### config.mk
export PLATFORM = sky130hd
export DESIGN_NAME = config_dispatcher_flat
export DESIGN_NICKNAME = d
export VERILOG_FILES = /design/src/rtl/config_dispatcher_if.sv /design/src/rtl/config_dispatcher.sv /design/src/flat_wrapper.sv
export SDC_FILE = /design/constraint.sdc
export NUM_CORES = 1
export LEC_CHECK = 0
export ABC_AREA = 1
export ABC_CLOCK_PERIOD_IN_PS = 2700
export CAP_MARGIN = 10
export CORE_MARGIN = 4
export CORE_UTILIZATION = 52
export DETAILED_ROUTE_END_ITERATION = 10
export PLACE_DENSITY = 0.83
export SLEW_MARGIN = 40
export SYNTH_ARGS = -nofsm -noshare
export SYNTH_HDL_FRONTEND = slang
export SYNTH_SLANG_ARGS = --single-unit
### constraint.sdc
create_clock -name Clk -period 2.7 [get_ports Clk]
set_input_delay 0.405 -clock Clk [delete_from_list [all_inputs] [get_ports Clk]]
set_output_delay 0.405 -clock Clk [all_outputs]
set_load 0.01 [all_outputs]
### src/rtl/config_dispatcher_if.sv
// Config request channel between the config manager and the dispatcher.
// The manager drives address/data/valid; the dispatcher answers with ready.
interface config_dispatcher_if #(
  parameter int AW = 4,
  parameter int DW = 14
) ();

  logic [AW-1:0] C_Addr;
  logic [DW-1:0] C_Data;
  logic          C_Valid;
  logic          C_Rdy;

  modport master (
    output C_Addr,
    output C_Data,
    output C_Valid,
    input  C_Rdy
  );

  modport slave (
    input  C_Addr,
    input  C_Data,
    input  C_Valid,
    output C_Rdy
  );

endinterface

### src/rtl/config_dispatcher.sv
// Routes config writes to UART or VGA, holding each one until the
// target can safely take it; bad addresses and stalls raise an error.
module config_dispatcher #(
  parameter int C_ADDR_WIDTH   = 4,
  parameter int C_DATA_WIDTH   = 14,
  parameter int TIMEOUT_CYCLES = 1024,
  parameter logic [C_ADDR_WIDTH-1:0] ADDR_VGA_COLOR   = 4'h0,
  parameter logic [C_ADDR_WIDTH-1:0] ADDR_UART_BAUD   = 4'h1,
  parameter logic [C_ADDR_WIDTH-1:0] ADDR_UART_PARITY = 4'h2,
  parameter logic [C_ADDR_WIDTH-1:0] ADDR_UART_STOP   = 4'h3,
  parameter logic [C_ADDR_WIDTH-1:0] ADDR_VGA_CONFIG  = 4'h4,
  parameter logic [C_ADDR_WIDTH-1:0] ADDR_VGA_QUADRAN = 4'h5
) (
  input  logic                    Clk,
  input  logic                    Rst,
  config_dispatcher_if.slave      cfg,
  input  logic                    UART_Busy,
  input  logic                    VGA_Frame_End,
  output logic                    U_Wr_En,
  output logic [C_ADDR_WIDTH-1:0] U_Addr,
  output logic [C_DATA_WIDTH-1:0] U_Data,
  output logic                    V_Wr_En,
  output logic [C_ADDR_WIDTH-1:0] V_Addr,
  output logic [C_DATA_WIDTH-1:0] V_Data,
  output logic [1:0]              Disp_Error,
  output logic                    Disp_Error_Valid
);

  localparam int CNT_W =
    (TIMEOUT_CYCLES > 1) ? $clog2(TIMEOUT_CYCLES) : 1;
  localparam logic [CNT_W-1:0] CNT_LAST =
    CNT_W'(TIMEOUT_CYCLES - 1);

  typedef enum logic [2:0] {
    IDLE,
    WAIT_UART,
    WAIT_VGA,
    WRITE,
    ERR
  } state_t;

  state_t                  state_q, state_d;
  logic [CNT_W-1:0]        cnt_q, cnt_d;
  logic [C_ADDR_WIDTH-1:0] addr_q, addr_d;
  logic [C_DATA_WIDTH-1:0] data_q, data_d;
  logic                    to_uart_q, to_uart_d;

  logic                    rdy_q, rdy_d;
  logic                    u_wr_q, u_wr_d;
  logic [C_ADDR_WIDTH-1:0] u_addr_q, u_addr_d;
  logic [C_DATA_WIDTH-1:0] u_data_q, u_data_d;
  logic                    v_wr_q, v_wr_d;
  logic [C_ADDR_WIDTH-1:0] v_addr_q, v_addr_d;
  logic [C_DATA_WIDTH-1:0] v_data_q, v_data_d;
  logic [1:0]              err_q, err_d;
  logic                    err_vld_q, err_vld_d;

  logic is_color;
  logic is_uart;
  logic is_vga;

  assign is_color = (cfg.C_Addr == ADDR_VGA_COLOR);
  assign is_uart  = (cfg.C_Addr == ADDR_UART_BAUD)
                  | (cfg.C_Addr == ADDR_UART_PARITY)
                  | (cfg.C_Addr == ADDR_UART_STOP);
  assign is_vga   = (cfg.C_Addr == ADDR_VGA_CONFIG)
                  | (cfg.C_Addr == ADDR_VGA_QUADRAN);

  always_comb begin
    state_d   = state_q;
    cnt_d     = cnt_q;
    addr_d    = addr_q;
    data_d    = data_q;
    to_uart_d = to_uart_q;
    err_d     = err_q;
    unique case (state_q)
      IDLE: begin
        if (cfg.C_Valid) begin
          addr_d = cfg.C_Addr;
          data_d = cfg.C_Data;
          cnt_d  = '0;
          unique case (1'b1)
            is_color: begin
              state_d   = WRITE;
              to_uart_d = 1'b0;
            end
            is_uart: begin
              state_d   = WAIT_UART;
              to_uart_d = 1'b1;
            end
            is_vga: begin
              state_d   = WAIT_VGA;
              to_uart_d = 1'b0;
            end
            default: begin
              state_d = ERR;
              err_d   = 2'b01;
            end
          endcase
        end
      end
      WAIT_UART: begin
        cnt_d = cnt_q + 1'b1;
        // an apply window in the last cycle still beats the timeout
        if (!UART_Busy) begin
          state_d = WRITE;
        end else if (cnt_q == CNT_LAST) begin
          state_d = ERR;
          err_d   = 2'b10;
        end
      end
      WAIT_VGA: begin
        cnt_d = cnt_q + 1'b1;
        if (VGA_Frame_End) begin
          state_d = WRITE;
        end else if (cnt_q == CNT_LAST) begin
          state_d = ERR;
          err_d   = 2'b10;
        end
      end
      WRITE: begin
        state_d = IDLE;
      end
      ERR: begin
        state_d   = IDLE;
        addr_d    = '0;
        data_d    = '0;
        to_uart_d = 1'b0;
      end
      default: begin
        state_d = IDLE;
      end
    endcase
  end

  // outputs are decoded from the next state so they land registered
  always_comb begin
    rdy_d     = (state_d == IDLE);
    u_wr_d    = (state_d == WRITE) && to_uart_d;
    v_wr_d    = (state_d == WRITE) && !to_uart_d;
    u_addr_d  = u_wr_d ? addr_d : u_addr_q;
    u_data_d  = u_wr_d ? data_d : u_data_q;
    v_addr_d  = v_wr_d ? addr_d : v_addr_q;
    v_data_d  = v_wr_d ? data_d : v_data_q;
    err_vld_d = (state_d == ERR);
  end

  always_ff @(posedge Clk or posedge Rst) begin
    if (Rst) begin
      state_q   <= IDLE;
      cnt_q     <= '0;
      addr_q    <= '0;
      data_q    <= '0;
      to_uart_q <= 1'b0;
      rdy_q     <= 1'b1;
      u_wr_q    <= 1'b0;
      u_addr_q  <= '0;
      u_data_q  <= '0;
      v_wr_q    <= 1'b0;
      v_addr_q  <= '0;
      v_data_q  <= '0;
      err_q     <= 2'b00;
      err_vld_q <= 1'b0;
    end else begin
      state_q   <= state_d;
      cnt_q     <= cnt_d;
      addr_q    <= addr_d;
      data_q    <= data_d;
      to_uart_q <= to_uart_d;
      rdy_q     <= rdy_d;
      u_wr_q    <= u_wr_d;
      u_addr_q  <= u_addr_d;
      u_data_q  <= u_data_d;
      v_wr_q    <= v_wr_d;
      v_addr_q  <= v_addr_d;
      v_data_q  <= v_data_d;
      err_q     <= err_d;
      err_vld_q <= err_vld_d;
    end
  end

  assign cfg.C_Rdy        = rdy_q;
  assign U_Wr_En          = u_wr_q;
  assign U_Addr           = u_addr_q;
  assign U_Data           = u_data_q;
  assign V_Wr_En          = v_wr_q;
  assign V_Addr           = v_addr_q;
  assign V_Data           = v_data_q;
  assign Disp_Error       = err_q;
  assign Disp_Error_Valid = err_vld_q;

endmodule

### src/flat_wrapper.sv
// flat-port wrapper written by rule: the top's interface ports become plain ports
module config_dispatcher_flat 
#(
  parameter int C_ADDR_WIDTH   = 4,
  parameter int C_DATA_WIDTH   = 14,
  parameter int TIMEOUT_CYCLES = 1024,
  parameter logic [C_ADDR_WIDTH-1:0] ADDR_VGA_COLOR   = 4'h0,
  parameter logic [C_ADDR_WIDTH-1:0] ADDR_UART_BAUD   = 4'h1,
  parameter logic [C_ADDR_WIDTH-1:0] ADDR_UART_PARITY = 4'h2,
  parameter logic [C_ADDR_WIDTH-1:0] ADDR_UART_STOP   = 4'h3,
  parameter logic [C_ADDR_WIDTH-1:0] ADDR_VGA_CONFIG  = 4'h4,
  parameter logic [C_ADDR_WIDTH-1:0] ADDR_VGA_QUADRAN = 4'h5
)
  (Clk, Rst, UART_Busy, VGA_Frame_End, U_Wr_En, U_Addr, U_Data, V_Wr_En, V_Addr, V_Data, Disp_Error, Disp_Error_Valid, cfg_C_Addr, cfg_C_Data, cfg_C_Valid, cfg_C_Rdy);
  config_dispatcher_if #(.AW((4)), .DW((14))) cfg_i ();
  input  logic Clk;
  input  logic Rst;
  input  logic UART_Busy;
  input  logic VGA_Frame_End;
  output logic U_Wr_En;
  output logic [C_ADDR_WIDTH-1:0] U_Addr;
  output logic [C_DATA_WIDTH-1:0] U_Data;
  output logic V_Wr_En;
  output logic [C_ADDR_WIDTH-1:0] V_Addr;
  output logic [C_DATA_WIDTH-1:0] V_Data;
  output logic [1:0] Disp_Error;
  output logic Disp_Error_Valid;
  input wire logic [$bits(cfg_i.C_Addr)-1:0] cfg_C_Addr;
  input wire logic [$bits(cfg_i.C_Data)-1:0] cfg_C_Data;
  input wire logic [$bits(cfg_i.C_Valid)-1:0] cfg_C_Valid;
  output wire logic [$bits(cfg_i.C_Rdy)-1:0] cfg_C_Rdy;
  assign cfg_i.C_Addr = cfg_C_Addr;
  assign cfg_i.C_Data = cfg_C_Data;
  assign cfg_i.C_Valid = cfg_C_Valid;
  assign cfg_C_Rdy = cfg_i.C_Rdy;
  config_dispatcher #(.C_ADDR_WIDTH(C_ADDR_WIDTH), .C_DATA_WIDTH(C_DATA_WIDTH), .TIMEOUT_CYCLES(TIMEOUT_CYCLES), .ADDR_VGA_COLOR(ADDR_VGA_COLOR), .ADDR_UART_BAUD(ADDR_UART_BAUD), .ADDR_UART_PARITY(ADDR_UART_PARITY), .ADDR_UART_STOP(ADDR_UART_STOP), .ADDR_VGA_CONFIG(ADDR_VGA_CONFIG), .ADDR_VGA_QUADRAN(ADDR_VGA_QUADRAN)) u_core (.Clk(Clk), .Rst(Rst), .cfg(cfg_i), .UART_Busy(UART_Busy), .VGA_Frame_End(VGA_Frame_End), .U_Wr_En(U_Wr_En), .U_Addr(U_Addr), .U_Data(U_Data), .V_Wr_En(V_Wr_En), .V_Addr(V_Addr), .V_Data(V_Data), .Disp_Error(Disp_Error), .Disp_Error_Valid(Disp_Error_Valid));
endmodule
==> flow_metrics.tcl <==
set metrics [dict create \
    outcome "complete, no violations" \
    stdcell_area_um2 4394 \
    dieArea_um2 8141 \
    crit_fanout 20 \
    grt_first_pass_wirelength_mm 13.92 \
    synth_edf_count 0 \
    remaining_drc_errors 0 \
    synth_top_cell_area_share 0.5196 \
    grt_use_total 0.2104 \
    cts.sinks 74 \
    initial_core_util 0.5444 \
    skew_ps 6.906 \
    r2r_cells 10 \
    p_leak_nw 2.102 \
    grt_antenna_before_repair 0 \
    end_kind "register" \
    synthTopCellsByArea "dfrtp_1 (52%), nand2_1 (15%), nand4_1 (6.6%), o21ai_0 (4.3%), inv_1 (3.7%)" \
    clkPwrFrac 0.180 \
    drt_iter0_markers 173 \
    register_area_um2 1853 \
    p_sw_w 0.002240 \
    hold_violations 0 \
    post_cts_resized 0 \
    cp.arrival_ps 2280 \
    core_um2 6459 \
    synth_common_cells "nand2_1 (139), dfrtp_1 (73), nand4_1 (37), inv_1 (35), o21ai_0 (30)" \
    p_seq_frac 0.343 \
    combPwrFrac 0.477 \
    cts_root_buf "clkbuf_8" \
    setup_tns_ps 0 \
    nets 495 \
    io_buffers 64 \
    fin_crit_ps 2048 \
    htreeDepth 3 \
    yosysTopAreaCell "dfrtp_1" \
    max_freq_ghz 0.4883 \
    vias 2977 \
    synth_most_common_cell "nand2_1" \
    slew_violations 0 \
    first_pass_iters 4 \
    syn_nets 432 \
    first_global_vias 2912 \
    wl_mm 8.285 \
    syn_inst 408 \
    cts_buffers 9 \
    required_ps 2930 \
    critPathKind "reg -> reg" \
    internal_power_w 0.003108 \
    grt_max_degree 53 \
    grt_overflow 0 \
    slew-limit-headroom 0.6327 \
    hp-class "in -> async" \
    syn_area_um2 3516 \
    clk_pin_slew_ps 70 \
    hpwl_mm 5.569 \
    synth_cell_types 32 \
    drive_gt1_frac 0.09895 \
    ys_seq_area_frac 0.5270 \
    startpoint_type "register" \
    vias_per_cell 5.393 \
    multi_input_area_um2 1353 \
    post_cts_buffers 0 \
    ant_nets 0 \
    rsz0062_at_grt "no" \
    ys.flop_type "dfrtp_1" \
    die_h_um 90.23 \
    worst_pin_slew_ps 545.3 \
    cts_buffer_depth 2 \
    power.density_nw_per_um2 1217 \
    fill_cells 521 \
    ys_ff_latch 74 \
    row_count 29 \
    peakVddDrop_mv 0.7296 \
    swShare 0.4189 \
    ctsHoldBuffers 0 \
    synth_async_sr_flop_share 1.000 \
    yosys_warnings 0 \
    place_congestion 0.8572 \
    clock_latency_ps 340 \
    fin_crit_sh 0.7584 \
    die_x_um 90.23 \
    placed_cell_area_um2 4169 \
    diodes 0 \
    ios 65 \
    cts_tree "built" \
    maxCapViolCount 0 \
    area_growth_pct 24.98 \
    postSynthAreaPerCell_um2 8.617 \
    setup-violations-final 0 \
    wl_per_cell_um 15.01 \
]
[per-stage QoR]
step | instances | hold slack, ps | total power, W | setup slack (ps) | util
after detailed placement | 537 | 460.2 | 0.004365 | 449.6 | 0.6455
after global routing | 552 | 463.7 | 0.005735 | 461.6 | 0.6804
after CTS | 552 | 426.6 | 0.005370 | 646.7 | 0.6804
final | 552 | 417.8 | 0.005348 | 652.3 | 0.6804
after floorplan | 408 | 505.5 | 0.003567 | 415.0 | -
after global placement | 537 | 463.4 | 0.004297 | 535.4 | 0.6455
[cell families after synthesis]
kind of cell	count (synthesis)	synth area share
adders and majority gates	1	0.003558
xor gates and xnor gates	5	0.01246
buffers and inverters	60	0.08826
and+or+nand+nor	220	0.2918
AOI/OAI and AO/OA	48	0.07687
DFF	74	0.5270
[worst paths after layout]
path                              startpoint          endpoint  slack [ps]
setup / recovery           u_core.state_q[1]  u_core.U_Data[3]         650
hold / removal                           Rst   u_core.cnt_q[1]         420
setup reg to reg           u_core.state_q[1]  u_core.U_Data[3]         650
hold reg to reg             u_core.V_Data[6]  u_core.V_Data[6]         480
max in group asynchronous                Rst  u_core.data_q[8]        1640
min in group Clk            u_core.V_Data[6]  u_core.V_Data[6]         480
[metal layers]
metal  global-route usage  share of wire
met1               0.2718           0.43
met2               0.3385           0.49
met3              0.05760          0.065
met4              0.08036          0.014
met5                    0              0
[cell type report]
class | instances | share of cell area
tap | 77 | 0.02192
inverter | 39 | 0.03331
multi-input combinational | 274 | 0.3078
timing repair buffer | 73 | 0.1640
sequential | 74 | 0.4217
clock inverter | 4 | 0.01680
clock buffer | 11 | 0.03445
[power groups by stage]
stage          clock network, W  logic [W]  registers, W
5_1_grt                 0.00104    0.00281       0.00188
3_3_place_gp                  0    0.00246       0.00184
6_report               0.000965    0.00255       0.00183
2_1_floorplan                 0    0.00164       0.00193
4_1_cts                0.000985    0.00255       0.00183
3_5_place_dp                  0    0.00252       0.00185
[sequential cells by signal, summed over array words and instances (netlist names)]
signal	count
u_core.Disp_Error	2
u_core.Disp_Error_Valid	1
u_core.U_Addr	4
u_core.U_Data	14
u_core.U_Wr_En	1
u_core.V_Addr	4
u_core.V_Data	14
u_core.V_Wr_En	1
u_core.addr_q	4
u_core.cfg.C_Rdy	1
u_core.cnt_q	10
u_core.data_q	14
u_core.state_q	3
u_core.to_uart_q	1
[critical path, stage by stage (launching register included)]
cell	delay [ps]
dfrtp_1	440
nor2_2	140
nand2_2	80
inv_2	290
nand2_1	130
inv_2	90
nand2_1	60
nand2_2	220
nand3_4	280
nand2_1	150
nand2_1	60
[placed cells by master (no fill, tap or decap), types with 5 or more instances in the layout]
master,n
inv_2,5
clkdlybuf4s50_1,64
dfrtp_1,73
nand3_1,11
o21ai_1,11
clkbuf_8,11
inv_1,34
nor2_1,13
nand2_1,139
buf_4,8
o21ai_0,30
nand4_1,37
Note: power is estimated with default switching activity, not from simulation.
